==> src/rtl/pipe_adder_pkg.sv <==
// Shared types for the pipelined add/subtract block: operation and control-state enums.
package pipe_adder_pkg;

    typedef enum logic {
        OP_ADD = 1'b0,
        OP_SUB = 1'b1
    } op_e;

    typedef enum logic {
        ST_IDLE = 1'b0,
        ST_RUN  = 1'b1
    } state_e;

endpackage

==> src/rtl/pipe_adder_fifo.sv <==
// Synchronous result FIFO for pipe_adder; storage is deliberately left unreset.
module pipe_adder_fifo #(
    parameter int unsigned WIDTH = 34,
    parameter int unsigned DEPTH = 4
) (
    input  logic                     clk,
    input  logic                     resetn,
    input  logic                     push,
    input  logic [WIDTH-1:0]         push_data,
    input  logic                     pop,
    output logic [WIDTH-1:0]         pop_data,
    output logic                     empty,
    output logic [$clog2(DEPTH):0]   count
);

    localparam int unsigned AW = $clog2(DEPTH);
    localparam int unsigned CW = AW + 1;

    logic [WIDTH-1:0] mem [DEPTH];
    logic [AW-1:0]    wr_ptr_q, rd_ptr_q;
    logic [CW-1:0]    count_q, count_d;
    logic             full;
    logic             push_en, pop_en;

    assign empty   = (count_q == '0);
    assign full    = (count_q == CW'(DEPTH));
    assign push_en = push && !full;
    assign pop_en  = pop && !empty;
    assign count   = count_q;
    assign pop_data = mem[rd_ptr_q];

    always_comb begin
        count_d = count_q;
        if (push_en && !pop_en) begin
            count_d = count_q + CW'(1);
        end else if (pop_en && !push_en) begin
            count_d = count_q - CW'(1);
        end
    end

    // Pointers are AW bits wide so they wrap modulo DEPTH for free.
    always_ff @(posedge clk) begin
        if (!resetn) begin
            wr_ptr_q <= '0;
            rd_ptr_q <= '0;
            count_q  <= '0;
        end else begin
            if (push_en) wr_ptr_q <= wr_ptr_q + AW'(1);
            if (pop_en)  rd_ptr_q <= rd_ptr_q + AW'(1);
            count_q <= count_d;
        end
    end

    always_ff @(posedge clk) begin
        if (push_en) begin
            mem[wr_ptr_q] <= push_data;
        end
    end

endmodule

==> src/rtl/pipe_adder.sv <==
// Pipelined add/subtract with one stage register feeding a result FIFO.
// Optional signed saturation is enabled by defining PIPE_ADDER_SAT_EN.
module pipe_adder
    import pipe_adder_pkg::*;
#(
    parameter int unsigned WIDTH = 32,
    parameter int unsigned DEPTH = 4
) (
    input  logic                   clk,
    input  logic                   resetn,
    input  logic [WIDTH-1:0]       in_a,
    input  logic [WIDTH-1:0]       in_b,
    input  logic                   in_op,
    input  logic                   in_valid,
`ifdef PIPE_ADDER_SAT_EN
    input  logic                   in_sat,
`endif
    output logic                   in_ready,
    output logic [WIDTH-1:0]       out_sum,
    output logic                   out_carry,
    output logic                   out_ovf,
    output logic                   out_valid,
    input  logic                   out_ready,
    output logic [$clog2(DEPTH):0] count
);

    localparam int unsigned CW = $clog2(DEPTH) + 1;
    localparam int unsigned RW = WIDTH + 2;

    state_e state_q, state_d;

    logic            accept;
    op_e             op;
    logic [WIDTH-1:0] b_eff;
    logic [WIDTH:0]  raw;
    logic            ovf;
    logic [WIDTH-1:0] sum;

    logic            stage_valid_q;
    logic [RW-1:0]   stage_data_q;

    logic [RW-1:0]   fifo_data;
    logic            fifo_empty;
    logic [CW-1:0]   fifo_count;

    // Control FSM: state register, next state, outputs.
    always_ff @(posedge clk) begin
        if (!resetn) begin
            state_q <= ST_IDLE;
        end else begin
            state_q <= state_d;
        end
    end

    always_comb begin
        state_d = state_q;
        unique case (state_q)
            ST_IDLE: state_d = ST_RUN;
            ST_RUN:  state_d = ST_RUN;
        endcase
    end

    // count covers the stage register too, so an accepted op always finds FIFO room.
    always_comb begin
        in_ready = (state_q == ST_RUN) && (count < CW'(DEPTH));
    end

    assign accept = in_valid && in_ready;

    // Subtract as a + ~b + 1; carry then reads as no-borrow.
    always_comb begin
        op    = op_e'(in_op);
        b_eff = (op == OP_SUB) ? ~in_b : in_b;
        raw   = {1'b0, in_a} + {1'b0, b_eff} + {{WIDTH{1'b0}}, in_op};
        ovf   = (in_a[WIDTH-1] == b_eff[WIDTH-1]) && (raw[WIDTH-1] != in_a[WIDTH-1]);
        sum   = raw[WIDTH-1:0];
`ifdef PIPE_ADDER_SAT_EN
        if (in_sat && ovf) begin
            sum = in_a[WIDTH-1] ? {1'b1, {(WIDTH-1){1'b0}}} : {1'b0, {(WIDTH-1){1'b1}}};
        end
`endif
    end

    always_ff @(posedge clk) begin
        if (!resetn) begin
            stage_valid_q <= 1'b0;
            stage_data_q  <= '0;
        end else begin
            stage_valid_q <= accept;
            if (accept) begin
                stage_data_q <= {ovf, raw[WIDTH], sum};
            end
        end
    end

    pipe_adder_fifo #(
        .WIDTH (RW),
        .DEPTH (DEPTH)
    ) u_fifo (
        .clk       (clk),
        .resetn    (resetn),
        .push      (stage_valid_q),
        .push_data (stage_data_q),
        .pop       (out_valid && out_ready),
        .pop_data  (fifo_data),
        .empty     (fifo_empty),
        .count     (fifo_count)
    );

    assign out_valid = !fifo_empty;
    assign count     = fifo_count + {{(CW-1){1'b0}}, stage_valid_q};

    always_comb begin
        out_sum   = '0;
        out_carry = 1'b0;
        out_ovf   = 1'b0;
        if (!fifo_empty) begin
            {out_ovf, out_carry, out_sum} = fifo_data;
        end
    end

endmodule

==> config.mk <==
export PLATFORM = sky130hd
export DESIGN_NAME = pipe_adder
export DESIGN_NICKNAME = d
export VERILOG_FILES = /design/src/rtl/pipe_adder_pkg.sv /design/src/rtl/pipe_adder_fifo.sv /design/src/rtl/pipe_adder.sv
export SDC_FILE = /design/constraint.sdc
export NUM_CORES = 1
export LEC_CHECK = 0
export BUFFER_PORTS_ARGS = -buffer_cell sky130_fd_sc_hd__buf_2
export CORE_MARGIN = 2
export CORE_UTILIZATION = 30
export DETAILED_ROUTE_END_ITERATION = 16
export MAX_ROUTING_LAYER = met4
export PLACE_DENSITY = 0.52
export SYNTH_ARGS = -nofsm -noshare
export SYNTH_HDL_FRONTEND = slang
export SYNTH_SLANG_ARGS = --single-unit
==> constraint.sdc <==
create_clock -name clk -period 4 [get_ports clk]
set_clock_uncertainty 0.2 [all_clocks]
set_input_delay 0.2 -clock clk [delete_from_list [all_inputs] [get_ports clk]]
set_output_delay 0.2 -clock clk [all_outputs]
set_load 0.02 [all_outputs]
# Word level (Yosys, flattened, before mapping)
# Memory sizes are Yosys's and may differ from the RTL's. A register that Yosys moved wholly into a read port is not among the register bits.
# Cells that the tools add are included.
word_totals:
  ff_bits: 43
  ramBits: 136
  in_bits: 69
  output_inout_bits: 39
  elab_cells: 44
  mem_count: 1
classes:
  n_addsub: 7
  n_lt_le_gt_ge: 1
  eq_ne: 3
  n_mux: 11
  n_bitwise: 1
  reduce_logical: 14
memory_table:
  columns: ["memory", "words", "width", "rd", "rd_ports_with_merged_regs", "write_ports", "line", "source"]
  rows:
  - ["u_fifo.mem", 4, 34, 1, 1, 1, "pipe_adder_fifo.sv:19", "logic [WIDTH-1:0] mem [DEPTH];"]
op_table:
  columns: ["op", "count"]
  rows:
  - ["32-bit 2-to-1 mux", 2]
  - ["32-bit by 32-bit adder with 33-bit output", 1]
  - ["33-bit by 1-bit adder with 33-bit output", 1]
  - ["32-bit NOT", 1]
  - ["1-bit logical AND", 8]
  - ["3-bit 2-to-1 mux", 2]
  - ["1-bit 2-to-1 mux", 5]
  - ["2-bit by 1-bit adder with 2-bit output, second input constant", 2]
  - ["1-bit zero test", 4]
  - ["2-bit 2-to-1 mux", 2]
  - ["3-bit by 1-bit adder with 3-bit output", 1]
  - ["3-bit by 1-bit adder with 3-bit output, second input constant", 1]
  - ["3-bit equality test, second input constant", 1]
  - ["3-bit zero test", 1]
  - ["3-bit < comparator, second input constant", 1]
  - ["3-bit by 1-bit subtractor with 3-bit output, second input constant", 1]
  - ["2-bit nonzero test", 1]
  - ["1-bit equality test", 1]
  - ["1-bit != test", 1]

# Depth between registers and ports, before layout
# Gate-level depths: netlist of the first run.
logic_depth:
  depth_word: 7
  depth_mapped: 12
  depth_no_buf: 11

# Modules after synthesis
# Synthesis of the first run repeated with hierarchy kept, for this count alone.
unflattened:
  hier_cells: 699
  area_unflattened_um2: 9037.4
modules_own_cells:
  columns: ["mod", "n_inst", "cells_per_inst", "area_per_inst_um2"]
  rows:
  - ["pipe_adder_fifo", 1, 225, 5445.2]
  - ["pipe_adder", 1, 474, 3592.2]

# Least setup slack after synthesis of the first run
# Ideal clock, no wire load.
synth_path:
  kind: "input to register"
  from: "in in_op"
  to: "reg stage_data_q[26]"
  setup_time_ps: 119
  arrival_ps: 2713
  required_time_ps: 3681
  setup_slack_ps: 968
  path_stages: 12
  path_buffers: 2
  path_cell_list: "buf_2 clkbuf_1 xor2_1 ha_1 o211ai_1 a21oi_1 o211a_1 or2_4 a311oi_4 nor3_1 mux2i_1 o221a_2"
synth_between:
  elab_chain_cells: 3
synth_lines:
  columns: ["item", "line", "source"]
  rows:
  - ["start, declared", "pipe_adder.sv:13", "input logic in_op,"]
  - ["32-bit 2-to-1 mux", "pipe_adder.sv:73", "b_eff = (op == OP_SUB) ? ~in_b : in_b;"]
  - ["32-bit by 32-bit adder with 33-bit output", "pipe_adder.sv:74", "raw = {1'b0, in_a} + {1'b0, b_eff} + {{WIDTH{1'b0}}, in_op};"]
  - ["33-bit by 1-bit adder with 33-bit output (*)", "pipe_adder.sv:74", null]
  - ["end signal, assigned", "pipe_adder.sv:91", "stage_data_q <= {ovf, raw[WIDTH], sum};"]
  - ["end, declared", "pipe_adder.sv:40", "logic [RW-1:0] stage_data_q;"]
# Mark *: on every way between the ends. The rest lies on a longest branch, timed or not.
# A chain may end at the register's enable or synchronous reset.

# Worst setup path in the final report of the first run
layout_path:
  from: "in in_a[0]"
  to: "reg stage_data_q[10]"
layout_between:
  elab_chain_cells: 2
layout_lines:
  columns: ["item", "line", "source"]
  rows:
  - ["start, declared", "pipe_adder.sv:11", "input logic [WIDTH-1:0] in_a,"]
  - ["32-bit by 32-bit adder with 33-bit output", "pipe_adder.sv:74", null]
  - ["33-bit by 1-bit adder with 33-bit output", "pipe_adder.sv:74", null]
# Every way passes these cells.

==> results.md, run 1 <==
* Outcome: completed
* Number of synthesized flops with an enable pin at 136
* Top-count cell post-synth: edfxtp_1
* Design area at 0.0104 sq mm
* Layout area overhead at 17.8%
* Port Buf Inserts at 107
* Hold WS at 0.0440 ns
* Global-route wire length before repair at 29.9 mm
* Post-route setup TNS at 0 ns
* Least-Margin Pin Slew at 0.920 ns
* Horiz. Die Dim at 176 um
* Initial core utilization at 30.7%
* Initial antenna violation count at 0
* # rows at 62
* Sequential group share of total power at 41.7%
* Routed WL at 18.8 mm
* Net count after synthesis at 775
* Net Sw Power at 0.00184 W
* Hold/Removal Path Class: in -> reg
* Crit share post-route at 72.5%
* Max-cap viol count at 0
* Slew HR at 38.5%
* Fmax at 345 MHz
* DRT iter0 DRCs at 215
* Register area share after synthesis at 56.3%
* Main flop type after synthesis: edfxtp_1
* Peak fanout along the critical path at 3
* Max Slew Vio Count at 0
* CTS tree: built
* Data required, critical path at 4.16 ns
* Synthesized flop and latch total at 181
* DRC at 0
* Worst vdd ir at 0.273 mV
* Yosys top cell area share at 46.1%
* Clock insertion delay at the later pin of the skew report at 0.42 ns
* Clock power share at 28.3%
* ANT cells at 0
* Max Buffers Root-to-Sink at 2
* Leak at 3.95 nW
* CTS root buf: clkbuf_16
* Top post-synthesis cells by area: edfxtp_1, dfxtp_1, mux4_2, ha_1, xor2_1
* Pre-antenna DRT Iters at 4
* PnR worst setup slack at 1.10 ns
* Placer Congestion at 0.836
* Placed inst area at 0.00981 sq mm
* Sink Count at 181
* ANT nets after route at 0
* Period minus WS final at 2.90 ns
* # Post-CTS Setup Buffers at 0
* Hold Vio Cnt, Final at 0
* Largest area contributor in the netlist: edfxtp_1
* Async set-reset flop share out of synthesis at 0%
* Setup Crit Path Kind: in -> reg
* HPWL Detailed at 13.6 mm
* Mean Syn Cell Area at 13.3 sq um
* Yosys warns at 0
* RSZ-0062 raised after global routing: false
* Setup violators final at 0
* Synth Instances at 666
* Number of I/O pins at 108
* Final nets at 889
* R2R Setup Slk at 1.20 ns
* Largest net degree at the start of global routing at 38
* Int Pwr at 0.00369 W
* Worst Path Arrival at 3.05 ns
* Layout cells sized above 1 at 26.7%
* Mapped cell area at 0.00885 sq mm
* CTS Buf Count at 17
* DIE AREA at 0.0309 sq mm
* Setup WS pre-CTS at 0.816 ns
* Vias in the first global route at 5376
* Clock slew at reported path FFs at 0.07 ns
* Vias/cell at 4.65
* Core area at 0.0289 sq mm
* Remaining global-route overflow at 0
* CTS H-tree depth at 4
* Setup crit end kind: flip-flop
* Synth top cells by count: edfxtp_1, dfxtp_1, nand2_1, and2_1, a21oi_1
* WL/cell at 15.9 um
* Vias at 5476
* Switching share of power at 33.3%
* Worst setup SP type: primary input
* Netlist cell types at 68
* Die height at 176 um
* CTS resizes at 0
* All-Layer GR Usage at 12.7%
* Combinational share of power at 30.0%
* Pwr dens at 530 mW/mm^2
-- kinds of logic after synthesis --
family | Yosys count | share of synthesized area [%]
AND/OR/NAND/NOR | 183 | 11.0
flip-flops | 181 | 56.3
AO/OA/AOI/OAI | 124 | 9.80
XOR/XNOR | 52 | 5.15
buffers and inverters | 45 | 2.43
multiplexers | 41 | 9.44
adder cells (fa/ha/maj) | 40 | 5.83
-- registers in the layout (all words and copies together) (netlist names), named ones only --
name / cells
u_fifo.wr_ptr_q: 2
u_fifo.rd_ptr_q: 2
stage_valid_q: 1
u_fifo.mem: 136
state_q: 1
stage_data_q: 34
u_fifo.count: 3
-- cell type report --
class,instances,area [sq um]
Fill cell,2853,18400
Sequential cell,181,4990
Multi-Input combinational cell,440,3650
Timing Repair Buffer,127,698
Tap cell,384,480
Clock buffer,17,425
Clock inverter,15,136
Inverter,13,48.8
-- power groups by stage --
stage                     registers (W)  clock network (W)  logic (W)
after floorplan                 0.00225                  0    0.00126
after global placement          0.00235                  0    0.00169
after detailed placement        0.00235                  0    0.00170
after CTS                       0.00231            0.00159    0.00171
after global routing            0.00233            0.00168    0.00184
final                           0.00230            0.00156    0.00166
-- layout by cell type, fill, tap and decap left out, types with 17 or more instances in the layout --
cell / instances
and2_1: 42
buf_2: 107
nand3_1: 21
ha_1: 38
o21ai_0: 18
nor2_1: 29
edfxtp_1: 136
clkbuf_16: 17
dfxtp_1: 43
xor2_1: 40
nand2_1: 45
a21oi_1: 41
mux4_2: 34
-- repair_timing --
action / 4_1_cts / 5_1_grt
endpoints found under the hold margin: 7 / 0
setup endpoints to repair: 0 / 0
hold buffers: 5 / 0
-- metrics by stage --
step,power [W],instances,utilization (%)
4_1_cts,0.00561,1177,36.1
6_report,0.00552,1177,36.1
3_5_place_dp,0.00405,1140,34.0
5_1_grt,0.00585,1177,36.1
2_1_floorplan,0.00351,666,-
3_3_place_gp,0.00404,1140,34.0
-- critical path, stage by stage --
cell and delay [ns]:
dlygate4sd3_1 0.52, buf_2 0.12, mux2i_1 0.11, fa_1 0.41, nand2b_1 0.18, a21oi_1 0.23
o21a_1 0.18, o21ai_0 0.10, a21boi_0 0.23, o21ai_0 0.13, a2111oi_0 0.47, a311o_1 0.18
-- worst paths after layout --
kind	start	to	depth (start not counted)
setup / recovery	in_a[0]	stage_data_q[10]	12
hold / removal	in_a[1]	stage_data_q[1]	4
setup reg to reg	u_fifo.count[0]	stage_data_q[29]	7
hold reg to reg	stage_data_q[6]	stage_data_q[6]	2
-- metal layers --
layer  up-vias  GRT usage [%]  share of wire (%)
li1       2751              -                  -
met1      2598           19.0                 53
met2       114           18.1                 43
met3        13           1.75                3.4
met4         0           3.20               0.87
met5         -              -                  0
Note: power is estimated with default switching activity, not from simulation.
==> inputs of run 2 (changes only) <==
--- a/config.mk
+++ b/config.mk
@@ -5,6 +5,7 @@
 export SDC_FILE = /design/constraint.sdc
 export NUM_CORES = 1
 export LEC_CHECK = 0
+export ABC_AREA = 1
 export BUFFER_PORTS_ARGS = -buffer_cell sky130_fd_sc_hd__buf_2
 export CORE_MARGIN = 2
 export CORE_UTILIZATION = 30
==> constraint.sdc (replaced) <==
create_clock -name clk -period 2.8 [get_ports clk]
set_clock_uncertainty 0.2 [all_clocks]
set_input_delay 0.14 -clock clk [delete_from_list [all_inputs] [get_ports clk]]
set_output_delay 0.14 -clock clk [all_outputs]
set_load 0.02 [all_outputs]
==> results.md, run 2 <==
* Worst setup SP type: flip-flop (was primary input)
* DRC at 0 (unchanged)
* Final-layout fill cell count at 3160 (was 2853)
* Vias in the first global route at 6699 (was 5376)
* All-Layer GR Usage at 14.7% (was 12.7%)
* Routed WL at 23.2 mm (was 18.8 mm)
* Vias at 7067 (was 5476)
* Crit share post-route at 89.3%
* Data required, critical path at 2.97 ns (was 4.16 ns)
* Yosys warns at 0 (unchanged)
* Pwr dens at 772 mW/mm^2 (was 530 mW/mm^2)
* CP delay by family, top: buffers and inverters (was compound AO/OA/AOI/OAI gates)
* WL/cell at 14.9 um (was 15.9 um)
* Setup WS pre-CTS at 0.220 ns (was 0.816 ns)
* Slew HR at 53.9% (was 38.5%)
* Layout cells sized above 1 at 15.1% (was 26.7%)
* Placer Congestion at 0.868 (was 0.836)
* Final nets at 1252 (was 889)
* CTS root buf: clkbuf_16 (unchanged)
* Synthesized flop and latch total at 181 (unchanged)
* Port Buf Inserts at 107 (unchanged)
* Pre-antenna DRT Iters at 5 (was 4)
* # rows at 64 (was 62)
* PnR worst setup slack at 0.299 ns (was 1.10 ns)
* Max Buffers Root-to-Sink at 2 (unchanged)
* ANT nets after route at 0 (unchanged)
* Worst Path Buf+Inv at 4 (was 2)
* Fmax at 400 MHz
* Placed inst area at 0.0103 sq mm (was 0.00981 sq mm)
* Setup crit end kind: flip-flop (unchanged)
* Worst Path Arrival at 2.67 ns (was 3.05 ns)
* Register area share after synthesis at 53.5% (was 56.3%)
* Crit-path max cell delay at 0.55 ns (was 0.52 ns)
* Period minus WS final at 2.50 ns
* Critical path's slowest cell: dlygate4sd3_1 (unchanged)
* Initial core utilization at 30.5% (was 30.7%)
* Most frequent cells in the layout: nor2_1, nand2_1, edfxtp_1 (was edfxtp_1, buf_2, nand2_1)
* Mapped cell area at 0.00932 sq mm (was 0.00885 sq mm)
* Top-count cell post-synth: nor2_1 (was edfxtp_1)
* Max-cap viol count at 0 (unchanged)
* ANT cells at 0 (unchanged)
* Netlist cell types at 38 (was 68)
* Horiz. Die Dim at 180 um (was 176 um)
* Hold Vio Cnt, Final at 0 (unchanged)
* Net count after synthesis at 1143 (was 775)
* HPWL Detailed at 16.3 mm (was 13.6 mm)
* DIE AREA at 0.0325 sq mm (was 0.0309 sq mm)
* Clock slew at reported path FFs at 0.06 ns (was 0.07 ns)
* Main flop type after synthesis: edfxtp_1 (unchanged)
* Synth Instances at 1034 (was 666)
* Footprint of the multi-input gates at 0.00381 sq mm (was 0.00365 sq mm)
* Post-route setup TNS at 0 ns (unchanged)
* CTS H-tree depth at 4 (unchanged)
* Die height at 180 um (was 176 um)
* Sink Count at 181 (unchanged)
* Worst vdd ir at 0.419 mV (was 0.273 mV)
* CTS resizes at 0 (unchanged)
* Hold/Removal Path Class: in -> reg (unchanged)
* Register area at 0.00499 sq mm (about the same)
* Core area at 0.0306 sq mm (was 0.0289 sq mm)
* Yosys top cell area share at 43.8% (was 46.1%)
* Outcome: completed (unchanged)
* Synth top cells by count: nor2_1, nand2_1, edfxtp_1, o21ai_0, inv_1 (was edfxtp_1, dfxtp_1, nand2_1, and2_1, a21oi_1)
* CTS Buf Count at 17 (unchanged)
* Max Slew Vio Count at 0 (unchanged)
* Commonest non-fill, non-tap cell in the layout: nor2_1 (was edfxtp_1)
* Global-route wire length before repair at 36.4 mm (was 29.9 mm)
* Number of synthesized flops with an enable pin at 136 (unchanged)
* Max reg flops at 136 (unchanged)
* Least-Margin Pin Slew at 0.692 ns (was 0.920 ns)
* Design area at 0.0110 sq mm (was 0.0104 sq mm)
* Initial antenna violation count at 0 (unchanged)
* Clock insertion delay at the later pin of the skew report at 0.42 ns (about the same)
* CP cell instances: ha_1 > ha_1 > xor2_1 > inv_1 > nand2_1 > inv_2 > nand2_8 > inv_4 > nand2_1 > a21oi_1 > dlygate4sd3_1 (was dlygate4sd3_1 > buf_2 > mux2i_1 > fa_1 > nand2b_1 > a21oi_1 > o21a_1 > o21ai_0 > a21boi_0 > o21ai_0 > a2111oi_0 > a311o_1)
* CTS tree: built (unchanged)
* Number of I/O pins at 108 (unchanged)
* Setup violators final at 0 (unchanged)
* Setup Crit Path Kind: reg -> reg (was in -> reg)
* Largest area contributor in the netlist: edfxtp_1 (unchanged)
* Final Util at 36.0% (was 36.1%)
* Peak fanout along the critical path at 21 (was 3)
* Mean Syn Cell Area at 9.01 sq um (was 13.3 sq um)
* DRT iter0 DRCs at 382 (was 215)
* Top post-synthesis cells by area: edfxtp_1, dfxtp_1, nor2_1, nand2_1, o21ai_0 (was edfxtp_1, dfxtp_1, mux4_2, ha_1, xor2_1)
* Vias/cell at 4.55 (was 4.65)
* Hold WS at 0.0402 ns (was 0.0440 ns)
* RSZ-0062 raised after global routing: false (unchanged)
* Most flop-heavy register: u_fifo.mem (unchanged)
* Async set-reset flop share out of synthesis at 0% (unchanged)
* Remaining global-route overflow at 0 (unchanged)
* Leak at 4.62 nW (was 3.95 nW)
* Layout area overhead at 18.1% (was 17.8%)
* Largest net degree at the start of global routing at 56 (was 38)
run 2: cell count changes in the layout (fill, tap and decap cells not counted), moves of 41 or more:
cell	before	now
and2_1	42	1
nor2_1	29	191
o21ai_0	18	101
a21oi_1	41	87
nand2_1	45	147
inv_1	13	89
run 2: worst paths after layout:
check	start	end	slack, ns	cells after the start
setup / recovery	u_fifo.count[0]	stage_data_q[0]	0.30	11
setup reg to reg	u_fifo.count[0]	stage_data_q[0]	0.30	11
hold / removal	in_b[1]	stage_data_q[1]	0.04	4
hold reg to reg	u_fifo.rd_ptr_q[1]	u_fifo.rd_ptr_q[1]	0.27	2
run 2: report_power, final:
| part | leakage, nW | internal [W] | switching (W) |
|---|---|---|---|
| Clock | 0.294 | 0.00132 | 0.000970 |
| Sequential | 1.63 | 0.00310 | 0.000194 |
| Combinational | 2.70 | 0.000936 | 0.00198 |
run 2: kinds of logic (layout without fill, tap and decap cells):
group,after synthesis,count (layout),share of synthesized area [%]
and+or+nand+nor,403,403,17.5
adders and majority gates,40,40,5.53
AOI/OAI and AO/OA,229,229,13.3
DFF,181,181,53.5
xor gates and xnor gates,47,47,4.42
buffers and inverters,134,256,5.75
run 2: per-stage QoR:
step           instances  total power [W]
6_report            1552          0.00850
5_1_grt             1552          0.00904
4_1_cts             1552          0.00862
3_5_place_dp        1512          0.00631
3_3_place_gp        1512          0.00631
2_1_floorplan       1034          0.00524
run 2: worst register-to-register path, cell delays in order (launching register included):
cell and delay [ns]:
dfxtp_1 0.40, ha_1 0.22, ha_1 0.18, xor2_1 0.15, inv_1 0.06, nand2_1 0.05, inv_2 0.10, nand2_8 0.11
inv_4 0.23, nand2_1 0.08, a21oi_1 0.11, dlygate4sd3_1 0.55
run 2: metal layers:
layer | vias to the layer above | GRT usage [%] | part of all wire [%] | routed length, um
li1 | 3692 | - | - | -
met1 | 3197 | 20.0 | 50 | 11500
met2 | 155 | 22.7 | 45 | 10500
met3 | 23 | 1.76 | 3.8 | 887
met4 | 0 | 4.77 | 1.4 | 313
met5 | - | - | 0 | 0
run 2: repair_timing:
| item | 4_1_cts | 5_1_grt |
|---|---|---|
| setup buffers | 0 | 0 |
| hold endpoints to repair | 19 | 0 |
| hold buffers | 8 | 0 |
| setup endpoints to repair | 0 | 0 |
run 2: cell type report:
type	count	area share [%]
Clock buffer	22	4.71
Tap cell	396	4.50
Sequential cell	181	45.3
Inverter	95	3.26
Clock inverter	10	0.591
Timing Repair Buffer	129	7.00
Multi-Input combinational cell	719	34.7
